## src/rtl/parity_frame_rx.sv

```systemverilog
// Serial frame receiver: start, DATA_W data bits LSB-first, parity, stop; flags parity/framing errors.
// Optional ERR_CNT_EN macro adds a saturating 8-bit error-frame counter output err_cnt_out.
module parity_frame_rx #(
    parameter int unsigned DATA_W     = 8,
    parameter bit          ODD_PARITY = 1'b0
) (
    input  logic              clk_in,
    input  logic              rst_n_in,
    input  logic              bit_in,
    input  logic              bit_vld_in,
    output logic [DATA_W-1:0] data_out,
    output logic              data_vld_out,
    output logic              par_err_out,
    output logic              frm_err_out,
    output logic              busy_out
`ifdef ERR_CNT_EN
    ,
    output logic [7:0]        err_cnt_out
`endif
);

    localparam int unsigned CW = $clog2(DATA_W + 1);
    localparam logic [CW-1:0] LastBit = CW'(DATA_W - 1);

    typedef enum logic [1:0] {StIdle, StData, StPar, StStop} state_e;

    state_e            state_q, state_d;
    logic [DATA_W-1:0] shift_q, shift_d, shift_in;
    logic [CW-1:0]     cnt_q, cnt_d;
    logic              acc_q, acc_d;
    logic [DATA_W-1:0] data_q, data_d;
    logic              vld_q, vld_d;
    logic              par_err_q, par_err_d;
    logic              frm_err_q, frm_err_d;
    logic              busy_q;

    // LSB-first reception: new bit enters at the MSB and the word drifts down.
    if (DATA_W == 1) begin : g_shift_one
        assign shift_in = bit_in;
    end else begin : g_shift_multi
        assign shift_in = {bit_in, shift_q[DATA_W-1:1]};
    end

    always_comb begin
        state_d   = state_q;
        shift_d   = shift_q;
        cnt_d     = cnt_q;
        acc_d     = acc_q;
        data_d    = data_q;
        vld_d     = 1'b0;
        par_err_d = 1'b0;
        frm_err_d = 1'b0;
        if (bit_vld_in) begin
            case (state_q)
                StIdle: begin
                    if (!bit_in) begin
                        cnt_d   = '0;
                        acc_d   = 1'b0;
                        state_d = StData;
                    end
                end
                StData: begin
                    shift_d = shift_in;
                    acc_d   = acc_q ^ bit_in;
                    cnt_d   = cnt_q + CW'(1);
                    if (cnt_q == LastBit) state_d = StPar;
                end
                StPar: begin
                    acc_d   = acc_q ^ bit_in;
                    state_d = StStop;
                end
                StStop: begin
                    data_d    = shift_q;
                    vld_d     = 1'b1;
                    par_err_d = (acc_q != ODD_PARITY);
                    frm_err_d = ~bit_in;
                    state_d   = StIdle;
                end
                default: state_d = StIdle;
            endcase
        end
    end

    always_ff @(posedge clk_in or negedge rst_n_in) begin
        if (!rst_n_in) begin
            state_q   <= StIdle;
            shift_q   <= '0;
            cnt_q     <= '0;
            acc_q     <= 1'b0;
            data_q    <= '0;
            vld_q     <= 1'b0;
            par_err_q <= 1'b0;
            frm_err_q <= 1'b0;
            busy_q    <= 1'b0;
        end else begin
            state_q   <= state_d;
            shift_q   <= shift_d;
            cnt_q     <= cnt_d;
            acc_q     <= acc_d;
            data_q    <= data_d;
            vld_q     <= vld_d;
            par_err_q <= par_err_d;
            frm_err_q <= frm_err_d;
            busy_q    <= (state_d != StIdle);
        end
    end

    assign data_out     = data_q;
    assign data_vld_out = vld_q;
    assign par_err_out  = par_err_q;
    assign frm_err_out  = frm_err_q;
    assign busy_out     = busy_q;

`ifdef ERR_CNT_EN
    logic [7:0] err_cnt_q, err_cnt_d;

    // A frame with both errors counts once; saturates at 255.
    always_comb begin
        err_cnt_d = err_cnt_q;
        if (vld_d && (par_err_d || frm_err_d) && (err_cnt_q != 8'hFF)) begin
            err_cnt_d = err_cnt_q + 8'd1;
        end
    end

    always_ff @(posedge clk_in or negedge rst_n_in) begin
        if (!rst_n_in) err_cnt_q <= 8'd0;
        else           err_cnt_q <= err_cnt_d;
    end

    assign err_cnt_out = err_cnt_q;
`endif

endmodule

```

## config.mk

```make
export PLATFORM = sky130hd
export DESIGN_NAME = parity_frame_rx
export DESIGN_NICKNAME = d
export VERILOG_FILES = /design/src/rtl/parity_frame_rx.sv
export SDC_FILE = /design/constraint.sdc
export NUM_CORES = 1
export LEC_CHECK = 0
export CAP_MARGIN = 20
export CORE_AREA = 2 2 47 66
export DETAILED_ROUTE_END_ITERATION = 8
export DIE_AREA = 0 0 49 68
export GPL_ROUTABILITY_DRIVEN = 1
export PLACE_DENSITY = 0.72
export SYNTH_ARGS = -nofsm -noshare
export SYNTH_HDL_FRONTEND = slang
export SYNTH_SLANG_ARGS = --single-unit
```

## constraint.sdc

```tcl
create_clock -name clk_in -period 1.35 [get_ports clk_in]
set_clock_uncertainty 0.05 [all_clocks]
set_input_delay 0.3375 -clock clk_in [delete_from_list [all_inputs] [get_ports clk_in]]
set_output_delay 0.3375 -clock clk_in [all_outputs]
set_load 0.01 [all_outputs]
```

==> results of run 1 <==
-- per-stage QoR --
stage,instance area [um^2],hold slack (ns),TNS [ns]
5_1_grt,1570,0.3602,-0.5061
4_1_cts,1544,0.3562,-0.09583
6_report,1570,0.3586,-0.07068
3_5_place_dp,1470,0.4429,-6.816
2_1_floorplan,1212,-0.008091,0
3_3_place_gp,1470,0.4340,-6.075
-- cell families after synthesis --
group,after synthesis,share of synthesized area
fa+ha+maj,5,0.05285
mux,17,0.1607
buf+inv,5,0.02008
simple gates,23,0.1121
flops,27,0.5708
compound gates,11,0.08351
-- routing by layer --
metal	global-route usage	part of all wire	vias up	routed length, um
li1	-	-	367	-
met1	0.1574	0.42	371	847
met2	0.2551	0.53	14	1066
met3	0.02183	0.029	2	58
met4	0.07500	0.020	0	40
met5	0	0	-	0
-- synth_stat cells --
master and count:
dfrtp_1 27, mux2_2 16, ha_1 5, nand2_1 5, nor2_1 4, inv_1 3, nand2b_1 3, nand3b_1 3
nand3_1 2, a211o_1 1, a21bo_2 1, a21boi_4 1, a21o_1 1, a21oi_1 1, a221o_1 1, a22o_1 1
a32o_1 1, and2_1 1, and3_1 1, buf_2 1, buf_4 1, mux2i_1 1, nand2_2 1, nand4_1 1
nor3b_1 1, nor4b_2 1, o21ai_0 1, o21ai_2 1, o22ai_1 1
-- worst max-delay path: cells and delay by family, from the launching register on --
| kind | cells | cell delay, ns |
|---|---|---|
| compound gates | 3 | 0.56 |
| buf+inv | 1 | 0.07 |
| flops | 1 | 0.43 |
| fa+ha+maj | 1 | 0.18 |
-- where the power goes --
| group | switching (mW) | leakage [nW] | internal, mW |
|---|---|---|---|
| clock network | 0.253 | 0.0255 | 0.207 |
| registers | 0.226 | 0.328 | 1.15 |
| logic | 0.575 | 0.372 | 0.790 |
| total | 1.05 | 0.725 | 2.15 |
-- sequential cells by signal (all words and copies together) (netlist names) --
| name | flops |
|---|---|
| data_out | 8 |
| cnt_q | 4 |
| data_vld_out | 1 |
| state_q | 2 |
| acc_q | 1 |
| par_err_out | 1 |
| busy_out | 1 |
| shift_q | 8 |
| frm_err_out | 1 |
-- what timing repair did --
action,in CTS,in global routing
pin swaps,2,2
resized for setup,21,9
gates cloned,0,1
setup endpoints to repair,31,21
hold buffers,0,0
-- layout make-up --
class | count | area (um^2)
clock buffers | 3 | 41.29
clock inverters | 1 | 5.005
fillers | 261 | 1221
inverters | 3 | 11.26
multi-input cells | 57 | 564.3
flip-flops and latches | 27 | 676.9
well taps | 37 | 46.29
repair buffers | 24 | 225.2
-- worst paths after layout --
| path | start | endpoint |
|---|---|---|
| worst min-delay path | rst_n_in | cnt_q[0] |
| min in group clk_in | data_out[0] | data_out[0] |
| worst max register to register | state_q[0] | cnt_q[3] |
| worst min register to register | data_out[0] | data_out[0] |
| worst max-delay path | state_q[0] | cnt_q[3] |
| max in group asynchronous | rst_n_in | state_q[0] |
==> metrics.cfg, run 1 <==
[timing]
fin_ws_ns = -0.04210
hold_violations = 0
fin_crit_sh = 1.031
fmax_mhz = 718.3
period_needed_ns = 1.392
setup_viol = 7
tightest_slew_ns = 0.2390
slew_headroom = 0.8402
rsz0062_at_grt = true
drv_slew = 0

[clocking]
ctsHtreeMaxLevel = 1
clkSlewWorstSetupHoldPaths_ns = 0.09
cts_sinks = 27
tritoncts = yes
clk_latency_ns = 0.28
cts_buffer_depth = 2
cts_setup_buffers = 0
cts-root-buf = clkbuf_8
cts_buffers = 3

[drt]
detailedRoute.firstPassIterationCount = 4
via_count = 754
vias_per_cell = 4.961
drtAntennaViolNets = 0
routed_wl_mm = 2.012
drt_iter0_markers = 10
drc_errors = 0
detail_route.wl_per_cell_um = 13.24

[critical_path]
crit_chain = inv_2, ha_4, a21boi_4, o21ai_2, a221o_1
r2r_slack_ns = -0.04
cp-start-kind = register
slowest_stage = dfrtp_2
path_max_fanout = 6
path_class = reg -> reg
crit_required_ns = 1.47
max_stage_delay_ns = 0.43
r2r_cells = 5
worstPathArrival_ns = 1.51
end_kind = register

[cells_and_area]
areaGrowthSynthToFinish_pct = 32.66
fin_nets = 125
antenna_cells = 0
final_common_cell = dfrtp_1
instances_no_fill = 152
fin_util = 0.5625
drive_above_1_share = 0.3826
layout.cells.most_common_list = dfrtp_1 (26), mux2_2 (16), clkdlybuf4s15_1 (8), buf_4 (8)

[pwr]
power.density_mw_per_mm2 = 2042
total_power_mw = 3.206
p_leak_nw = 0.7252
ir_drop_mv = 1.186

[hold_path]
hold_class = in -> async

[floorplanning]
die_h_um = 68
rows = 23
io_pins = 16
die_width_um = 49
core_mm2 = 0.002791
start_util = 0.4240
die_area_mm2 = 0.003332

[synth]
syn_nets = 97
synth_largest_area_cell = dfrtp_1
ys_ff_latch = 27
syn_area_per_cell_um2 = 13.45
netlist_instances = 88
synthDistinctLibCells = 29
yosysTopAreaCellShare = 0.5708
ys.warnings.count = 0
ys_top_cells_by_area = dfrtp_1 (57%), mux2_2 (15%), ha_1 (5.3%)
post_synth_instance_area_mm2 = 0.001184
ys_seq_area_frac = 0.5708

[place]
io_buffers = 15
dp_worst_setup_slack_ns = -0.3440
place.gp.congestion = 0.7190
hpwl_mm = 1.451
placedCellCount = 147

[global_route]
antenna_found_initial = 0
grt_pass1_wl_mm = 3.484
grt_max_degree = 28
first_global_vias = 774
grt_overflow = 0
track_usage = 0.1394

[run_status]
status = complete, but fails checks
violations = setup timing

[job]
maxCapViolations = 0

Power figures use the tool's default switching activity.
==> inputs of run 2 (changes only) <==
--- a/config.mk
+++ b/config.mk
@@ -7,6 +7,7 @@
 export LEC_CHECK = 0
 export CAP_MARGIN = 20
 export CORE_AREA = 2 2 47 66
+export CTS_CLUSTER_DIAMETER = 40
 export DETAILED_ROUTE_END_ITERATION = 8
 export DIE_AREA = 0 0 49 68
 export GPL_ROUTABILITY_DRIVEN = 1
==> results of run 2 <==
The final DEF is identical to that of run 1; final timing and power are the same.
